<file path="src/rtl/nes_pad_responder.sv">
// APB3 slave emulating an NES gamepad (4021 shift register) on pad_latch/pad_clock/pad_data.
// Optional turbo masking is compiled in with `define NES_PAD_TURBO_EN.
module nes_pad_responder #(
    parameter int unsigned SYNC_STAGES  = 2,
    parameter int unsigned TURBO_FRAMES = 4
) (
    input  logic        PCLK,
    input  logic        PRESERN,
    input  logic        PSEL,
    input  logic        PENABLE,
    input  logic        PWRITE,
    input  logic [31:0] PADDR,
    input  logic [31:0] PWDATA,
    output logic [31:0] PRDATA,
    output logic        PREADY,
    output logic        PSLVERR,
    input  logic        pad_latch,
    input  logic        pad_clock,
    output logic        pad_data,
    output logic        FABINT
);

    typedef enum logic [1:0] {S_IDLE, S_LOAD, S_SHIFT, S_DONE} state_e;

    localparam logic [11:0] A_BUTTONS = 12'h000;
    localparam logic [11:0] A_STATUS  = 12'h004;
    localparam logic [11:0] A_CTRL    = 12'h008;
    localparam logic [11:0] A_TURBO   = 12'h00C;

    logic [SYNC_STAGES-1:0] latch_sync_q, clock_sync_q;
    logic                   latch_prev_q, clock_prev_q;
    logic                   latch_s, clock_s, latch_rise, clock_rise;

    state_e      state_q, state_d;
    logic [7:0]  buttons_q, sr_q, sr_d, load_val;
    logic [3:0]  bit_cnt_q, bit_cnt_d;
    logic [7:0]  frame_cnt_q;
    logic        frame_done_q, frame_done_d, frame_end;
    logic        enable_q, irq_en_q;
    logic        pad_data_q, pad_data_d;
    logic [31:0] prdata_q, rdata;
    logic        apb_wr, apb_rd;
    logic [11:0] addr;
    logic        unused_bits;

    assign addr        = PADDR[11:0];
    assign apb_wr      = PSEL & PENABLE & PWRITE;
    assign apb_rd      = PSEL & ~PWRITE;
    assign unused_bits = ^{PADDR[31:12], PWDATA[31:8]};

    assign latch_s    = latch_sync_q[SYNC_STAGES-1];
    assign clock_s    = clock_sync_q[SYNC_STAGES-1];
    assign latch_rise = latch_s & ~latch_prev_q;
    assign clock_rise = clock_s & ~clock_prev_q;

`ifdef NES_PAD_TURBO_EN
    logic [7:0] turbo_q, turbo_cnt_q;
    logic       turbo_phase_q;

    assign load_val = buttons_q & ~(turbo_q & {8{turbo_phase_q}});

    // Phase flips once every TURBO_FRAMES completed frames.
    always_ff @(posedge PCLK or negedge PRESERN) begin
        if (!PRESERN) begin
            turbo_q       <= '0;
            turbo_cnt_q   <= '0;
            turbo_phase_q <= 1'b0;
        end else begin
            if (apb_wr && addr == A_TURBO) turbo_q <= PWDATA[7:0];
            if (frame_end) begin
                if (turbo_cnt_q == 8'(TURBO_FRAMES - 1)) begin
                    turbo_cnt_q   <= '0;
                    turbo_phase_q <= ~turbo_phase_q;
                end else begin
                    turbo_cnt_q <= turbo_cnt_q + 8'd1;
                end
            end
        end
    end
`else
    logic unused_turbo;
    assign load_val     = buttons_q;
    assign unused_turbo = TURBO_FRAMES[0];
`endif

    always_comb begin
        rdata = '0;
        case (addr)
            A_BUTTONS: rdata[7:0] = buttons_q;
            A_STATUS:  rdata = {8'h00, frame_cnt_q, 7'h00, frame_done_q, 4'h0, bit_cnt_q};
            A_CTRL:    rdata[1:0] = {irq_en_q, enable_q};
`ifdef NES_PAD_TURBO_EN
            A_TURBO:   rdata[7:0] = turbo_q;
`endif
            default:   rdata = '0;
        endcase
    end

    // Latch rise has top priority so a reload always wins over a same-cycle clock edge.
    always_comb begin
        // NOTE: every output of this block gets a default first so no latch is inferred.
        state_d   = state_q;
        sr_d      = sr_q;
        bit_cnt_d = bit_cnt_q;
        frame_end = 1'b0;
        if (!enable_q) begin
            state_d = S_IDLE;
        end else if (latch_rise) begin
            state_d   = S_LOAD;
            sr_d      = load_val;
            bit_cnt_d = '0;
        end else begin
            case (state_q)
                S_LOAD: begin
                    bit_cnt_d = '0;
                    if (latch_s) sr_d = load_val;
                    else         state_d = S_SHIFT;
                end
                S_SHIFT: begin
                    if (clock_rise && !latch_s) begin
                        sr_d      = {sr_q[6:0], 1'b0};
                        bit_cnt_d = bit_cnt_q + 4'd1;
                        if (bit_cnt_q == 4'd7) begin
                            state_d   = S_DONE;
                            frame_end = 1'b1;
                        end
                    end
                end
                default: ;
            endcase
        end

        pad_data_d = (state_d == S_LOAD || state_d == S_SHIFT) ? ~sr_d[7] : 1'b1;

        frame_done_d = frame_done_q;
        if (frame_end)                                    frame_done_d = 1'b1;
        else if (apb_wr && addr == A_CTRL && PWDATA[2])   frame_done_d = 1'b0;
    end

    always_ff @(posedge PCLK or negedge PRESERN) begin
        if (!PRESERN) begin
            latch_sync_q <= '0;
            clock_sync_q <= '0;
            latch_prev_q <= 1'b0;
            clock_prev_q <= 1'b0;
            state_q      <= S_IDLE;
            buttons_q    <= '0;
            sr_q         <= '0;
            bit_cnt_q    <= '0;
            frame_cnt_q  <= '0;
            frame_done_q <= 1'b0;
            enable_q     <= 1'b0;
            irq_en_q     <= 1'b0;
            pad_data_q   <= 1'b1;
            prdata_q     <= '0;
        end else begin
            // NOTE: non-blocking assignments so every flop samples pre-edge values.
            latch_sync_q <= {latch_sync_q[SYNC_STAGES-2:0], pad_latch};
            clock_sync_q <= {clock_sync_q[SYNC_STAGES-2:0], pad_clock};
            latch_prev_q <= latch_s;
            clock_prev_q <= clock_s;
            state_q      <= state_d;
            sr_q         <= sr_d;
            bit_cnt_q    <= bit_cnt_d;
            frame_done_q <= frame_done_d;
            pad_data_q   <= pad_data_d;
            if (frame_end) frame_cnt_q <= frame_cnt_q + 8'd1;
            if (apb_wr && addr == A_BUTTONS) buttons_q <= PWDATA[7:0];
            if (apb_wr && addr == A_CTRL) begin
                enable_q <= PWDATA[0];
                irq_en_q <= PWDATA[1];
            end
            if (apb_rd) prdata_q <= rdata;
        end
    end

    assign PRDATA   = prdata_q;
    assign PREADY   = 1'b1;
    assign PSLVERR  = 1'b0;
    assign pad_data = pad_data_q;
    assign FABINT   = frame_done_q & irq_en_q;

endmodule

</file>
<file path="config.mk">
export PLATFORM = sky130hd
export DESIGN_NAME = nes_pad_responder
export DESIGN_NICKNAME = d
export VERILOG_FILES = /design/src/rtl/nes_pad_responder.sv
export SDC_FILE = /design/constraint.sdc
export NUM_CORES = 1
export LEC_CHECK = 0
export BUFFER_PORTS_ARGS = -buffer_cell sky130_fd_sc_hd__buf_2
export CAP_MARGIN = 25
export CORE_MARGIN = 3
export CORE_UTILIZATION = 54
export CTS_BUF_LIST = sky130_fd_sc_hd__clkbuf_8
export DETAILED_ROUTE_END_ITERATION = 7
export PLACE_DENSITY = 0.88
export SLEW_MARGIN = 20
export SYNTH_ARGS = -nofsm -noshare
export SYNTH_HDL_FRONTEND = slang
export SYNTH_SLANG_ARGS = --single-unit
</file>
<file path="constraint.sdc">
create_clock -name PCLK -period 4.1 [get_ports PCLK]
set_clock_uncertainty 0.1 [all_clocks]
set_input_delay 0.615 -clock PCLK [delete_from_list [all_inputs] [get_ports PCLK]]
set_output_delay 0.615 -clock PCLK [all_outputs]
set_load 0.01 [all_outputs]
</file>
Word-level counts from Yosys, hierarchy flattened
Index checks and enable logic that the tools add are counted.
{"block": "word_totals", "in_bits": 71, "regBits": 72, "word_cells": 72, "output_inout_bits": 36}
{"block": "op_classes", "reduce_logical": 11, "eq_ne": 9, "add_sub_neg": 2, "n_mux": 25, "n_bitwise": 10}
{"op": "8-bit two-way mux", "count": 4}
{"op": "16-bit two-way mux", "count": 1}
{"op": "8-bit case mux with 2 select lines", "count": 1}
{"op": "12-bit by 3-bit equality test with 1-bit output, second input constant", "count": 1}
{"op": "12-bit by 4-bit equality test with 1-bit output, second input constant", "count": 1}
{"op": "12-bit logical NOT", "count": 1}
{"op": "6-bit case mux with 2 select lines", "count": 1}
{"op": "2-bit two-way mux", "count": 5}
{"op": "8-bit by 1-bit adder with 8-bit output, second input constant", "count": 1}
{"op": "1-bit two-way mux", "count": 8}
{"op": "4-bit two-way mux", "count": 2}
{"op": "4-bit case mux with 2 select lines", "count": 1}
{"op": "1-bit AND", "count": 6}
{"op": "3-bit inequality test, second input constant", "count": 2}
{"op": "2-bit case mux with 3 select lines", "count": 1}
{"op": "4-bit by 1-bit adder with 4-bit output, second input constant", "count": 1}
{"op": "2-bit by 1-bit equality test with 1-bit output, second input constant", "count": 2}
{"op": "2-bit equality test, second input constant", "count": 2}
{"op": "4-bit by 3-bit equality test with 1-bit output, second input constant", "count": 1}
{"op": "1-bit logical AND", "count": 4}
{"op": "1-bit NOT", "count": 4}
{"op": "2-bit case mux with 2 select lines", "count": 1}
{"op": "4-bit AND reduction", "count": 1}
{"op": "3-bit AND reduction", "count": 1}
{"op": "other kinds (4)", "count": 4}

Depth between registers and ports, before layout
{"block": "logic_depth", "depth_word": 10, "ltp_mapped": 9, "depth_no_buf": 7}

Worst setup path after synthesis
No wires, ideal clock.
{"block": "synth_path", "kind": "input port to flip-flop", "startpoint": "input PADDR[2]", "endpoint": "register buttons_q[0]", "arrival_time_ps": 1801, "required_ps": 3875, "path_stages": 5, "n_path_buf": 1, "setup_time_ps": 125, "setup_slack_ps": 2074, "path_cell_list": "buf_4 -> inv_1 -> nand4_1 -> nor3_4 -> mux2_2"}
{"block": "synth_between", "elab_chain_len": 2}
{"element": "start, declared", "line": "12", "rtl": "input logic [31:0] PADDR,"}
{"element": "12-bit logical NOT", "line": "168", "rtl": "if (apb_wr && addr == A_BUTTONS) buttons_q <= PWDATA[7:0];"}
{"element": "1-bit logical AND", "line": "168"}
{"element": "end signal, assigned", "line": "168"}
{"element": "end, declared", "line": "35", "rtl": "logic [7:0] buttons_q, sr_q, sr_d, load_val;"}
No other way between the ends.
A chain may end at the register's enable or synchronous reset.

Worst setup path after layout
{"block": "layout_path", "startpoint": "register state_q[0]", "endpoint": "register pad_data_q (netlist: pad_data)"}
{"block": "layout_between", "elab_chain_len": 8, "word_cells_on_any_way": 16, "classes_between": "eq/ne (4); mux (10); bitwise (1); reduce/logical (1)"}
{"element": "start, declared", "line": "34", "rtl": "state_e state_q, state_d;"}
{"element": "start signal, assigned", "line": "162", "rtl": "state_q <= state_d;"}
{"element": "2-bit two-way mux", "line": "123", "rtl": "if (bit_cnt_q == 4'd7) begin"}
{"element": "2-bit two-way mux", "line": "120", "rtl": "if (clock_rise && !latch_s) begin"}
{"element": "2-bit case mux with 2 select lines", "line": "113", "rtl": "case (state_q)"}
{"element": "2-bit two-way mux", "line": "108", "rtl": "end else if (latch_rise) begin"}
{"element": "2-bit two-way mux", "line": "106", "rtl": "if (!enable_q) begin"}
{"element": "2-bit by 1-bit equality test with 1-bit output or 2-bit equality test (tied branches)", "line": "133", "rtl": "pad_data_d = (state_d == S_LOAD || state_d == S_SHIFT) ? ~sr_d[7] : 1'b1;"}
{"element": "1-bit logical OR", "line": "133"}
{"element": "1-bit two-way mux (*)", "line": "133"}
{"element": "net pad_data_d", "line": "40", "rtl": "logic pad_data_q, pad_data_d;"}
{"element": "end signal, assigned", "line": "166", "rtl": "pad_data_q <= pad_data_d;"}
{"element": "end, declared", "line": "40"}
Mark *: on every way through the listed nets, which the timed path passes. The rest lies on a longest branch.

==> results_dict.tcl <==
set metrics [dict create \
    status "completed" \
    grt_max_degree 36 \
    cts_tree "done" \
    wl_met3_um 309 \
    postPlaceCellArea_sq_mm 0.002846 \
    wl_met2_um 2338 \
    synthMuxAreaShare_pct 6.238 \
    synth_cell_types 42 \
    final-hold-violation-count 0 \
    drtIter0Drc 80 \
    worstReg2RegEnd "pad_data" \
    routed.top_layer "met4" \
    ys_seq_elements 57 \
    crit_path_start_kind "register" \
    grt_pass1_wl_um 8073 \
    place.gp.congestion 0.8776 \
    fin_crit_sh_pct 53.82 \
    hold_class "input port to async pin" \
    place_ws_ps 1874 \
    dpl.hpwl_um 3661 \
    slowest_delay_ps 480 \
    via_per_inst 5.295 \
    r2r_start "state_q[0]" \
    period_needed_ps 2206 \
    path_clk_slew_ps 70 \
    crit_family "simple AND/OR/NAND/NOR gates" \
    arrival_ps 2360 \
    grt_usage_pct 19.34 \
    setup_violations 0 \
    clk_latency_ps 330 \
    p_total_mw 1.221 \
    ir_drop_mv 0.2644 \
    die_height_um 75.76 \
    p_leak_nw 1.530 \
    placementRows 24 \
    fillers 337 \
    first_global_vias 1773 \
    num-nets-final 354 \
    start_util_pct 57.95 \
    crit_type "register to register" \
    syn_to_final_growth_pct 17.43 \
    cts_buffers 9 \
    wl_met1_um 2167 \
    num_vias 1848 \
    cts_setup_buffers 0 \
    required_ps 4250 \
    io_pins 107 \
    antenna_found_initial 0 \
    wl_per_cell_um 14.08 \
    cts_hold_buffers 0 \
    die_x_um 75.76 \
    crit_buf_inv 1 \
    diodes 0 \
    synth-compound-area-share_pct 14.05 \
    dieArea_sq_mm 0.005739 \
    cpMaxStageDelayCell "nor2_1" \
    clk_path_buf_depth 2 \
    cp-end-kind "register" \
    cts_resized 0 \
    design.core.area_sq_mm 0.004534 \
    critPathMaxFanout 10 \
    synth-seq-area-share_pct 54.33 \
    worst_slew_pin_slew_ps 753.8 \
    rsz0062_at_grt "no" \
    wl_um 4913 \
    ys_warn_count 0 \
    htree_num_levels 3 \
    root_buffer "clkbuf_8" \
    synth-xor-area-share_pct 2.333 \
    overflow 0 \
    fmax_mhz 453.2 \
    firstDrtPassIters 4 \
    cts_num_sinks 57 \
    fin_ws_ps 1894 \
    synth-simple-area-share_pct 14.05 \
    power_density_mw_per_mm2 395.6 \
    design_area_sq_mm 0.003085 \
    synth_top_family_by_area "simple AND/OR/NAND/NOR gates" \
    drive_gt1_share_pct 29.58 \
    synth_fa_ha_area_share_pct 1.905 \
    netlist_instances 229 \
    ant_nets 0 \
    slew_headroom_pct 49.75 \
    crit_chain "inv_1 -> ha_1 -> nand4bb_1 -> nor2_1 -> a21oi_1 -> nor3b_1 -> o21ai_1" \
    synth_area_sq_mm 0.002628 \
    route.detailed.drc 0 \
    maxCapViolCount 0 \
    synth.avg_cell_area_sq_um 11.47 \
    finalSetupTns_ps 0 \
    reg2regPathDepth 7 \
    portBuffers 45 \
    final_max_slew_viol_count 0 \
    rrSetupSlack_ps 1890 \
]
## where the power goes
group	total (mW)	switching, mW	internal [mW]
Clock	0.605	0.214	0.392
Combinational	0.0471	0.0334	0.0136
Sequential	0.568	0.00247	0.566
Total	1.22	0.250	0.971
## state kept, by name, summed over array words and instances (netlist names)
name          count
irq_en_q          1
frame_done_q      1
buttons_q         8
bit_cnt_q         4
clock_prev_q      1
state_q           2
sr_q              8
enable_q          1
clock_sync_q      2
pad_data          1
latch_sync_q      2
latch_prev_q      1
frame_cnt_q       8
PRDATA           17
## metrics by stage
step	hold slack (ps)	cells	utilization, %
after floorplan	219.4	244	-
after global placement	234.7	332	62.67
after detailed placement	236.4	333	62.78
after CTS	132.3	349	68.05
after global routing	159.2	349	68.05
final	135.4	349	68.05
## synth_stat cells
cell type	n	area [sq um]
clkbuf_1	3	11.26
o21ai_0	15	75.07
dfrtp_1	56	1401
o221ai_1	1	8.760
and4bb_2	1	12.51
nand3_1	8	40.04
nand2_1	17	63.81
xor2_1	2	17.52
nor2_1	10	37.54
a22o_1	15	131.4
nor2b_1	1	6.260
nor4_2	2	25.02
nor3_1	1	5.000
inv_1	6	22.52
nor3b_1	2	15.01
o21ai_1	3	15.01
and3_1	2	12.51
buf_2	2	10.01
buf_4	18	135.1
nor2_8	1	20.02
mux2i_1	4	40.04
and3b_1	1	8.760
conb_1	2	7.510
nand3_2	1	10.01
o21bai_1	1	7.510
mux2_2	11	123.9
nand2b_1	5	31.28
a22oi_1	6	45.04
xnor2_1	5	43.79
nor2_4	1	11.26
a21oi_1	6	30.03
nand4_1	3	18.77
o311ai_0	1	8.760
nand4bb_1	1	11.26
ha_1	4	50.05
a21bo_2	1	10.01
nor3_4	1	16.27
dfstp_2	1	26.28
and2_1	2	12.51
or3_4	1	11.26
o31ai_1	3	22.52
a21boi_0	2	15.01
## kinds of logic after synthesis
group | after synthesis
other | 2
xor gates and xnor gates | 7
and+or+nand+nor | 61
adders and majority gates | 4
buffers and inverters | 29
AOI/OAI and AO/OA | 54
muxes | 15
DFF | 57
## area by class of cell
class,count,area [sq um],share of cell area [%]
Sequential cell,57,1428,46.27
Multi-Input combinational cell,158,1077,34.91
Timing Repair Buffer,47,237.7,7.705
Tap cell,65,81.33,2.636
Clock buffer,12,165.2,5.353
Clock inverter,4,73.82,2.393
Inverter,6,22.52,0.7299
## how the worst max path moves through the flow
stage / startpoint / end / depth (start not counted)
floorplan: PADDR[2] / buttons_q[0] / 5
global placement: state_q[0] / sr_q[6] / 6
detailed placement: PADDR[11] / enable_q / 5
CTS: state_q[0] / pad_data / 7
global route: state_q[0] / pad_data / 7
finish: state_q[0] / pad_data / 7
## cell usage in the layout (no fill, tap or decap), types with 2 or more instances in the layout
cell type / instances
a21boi_0: 2
a21oi_1: 6
a22o_1: 15
a22oi_1: 6
and2_1: 2
and3_1: 2
buf_2: 46
bufinv_16: 2
clkbuf_8: 12
conb_1: 17
dfrtp_1: 56
ha_1: 4
inv_1: 6
mux2_2: 11
mux2i_1: 4
nand2_1: 17
nand2b_1: 5
nand3_1: 8
nand4_1: 3
nor2_1: 10
nor3b_1: 2
nor4_2: 2
o21ai_0: 15
o21ai_1: 3
o31ai_1: 3
xnor2_1: 5
xor2_1: 2
## routing by layer
metal / vias to the layer above / track usage, %
met4: 0 / 9.903
met3: 9 / 5.145
met5: - / 0
li1: 888 / -
met2: 66 / 30.70
met1: 885 / 24.31
Power figures use the tool's default switching activity.
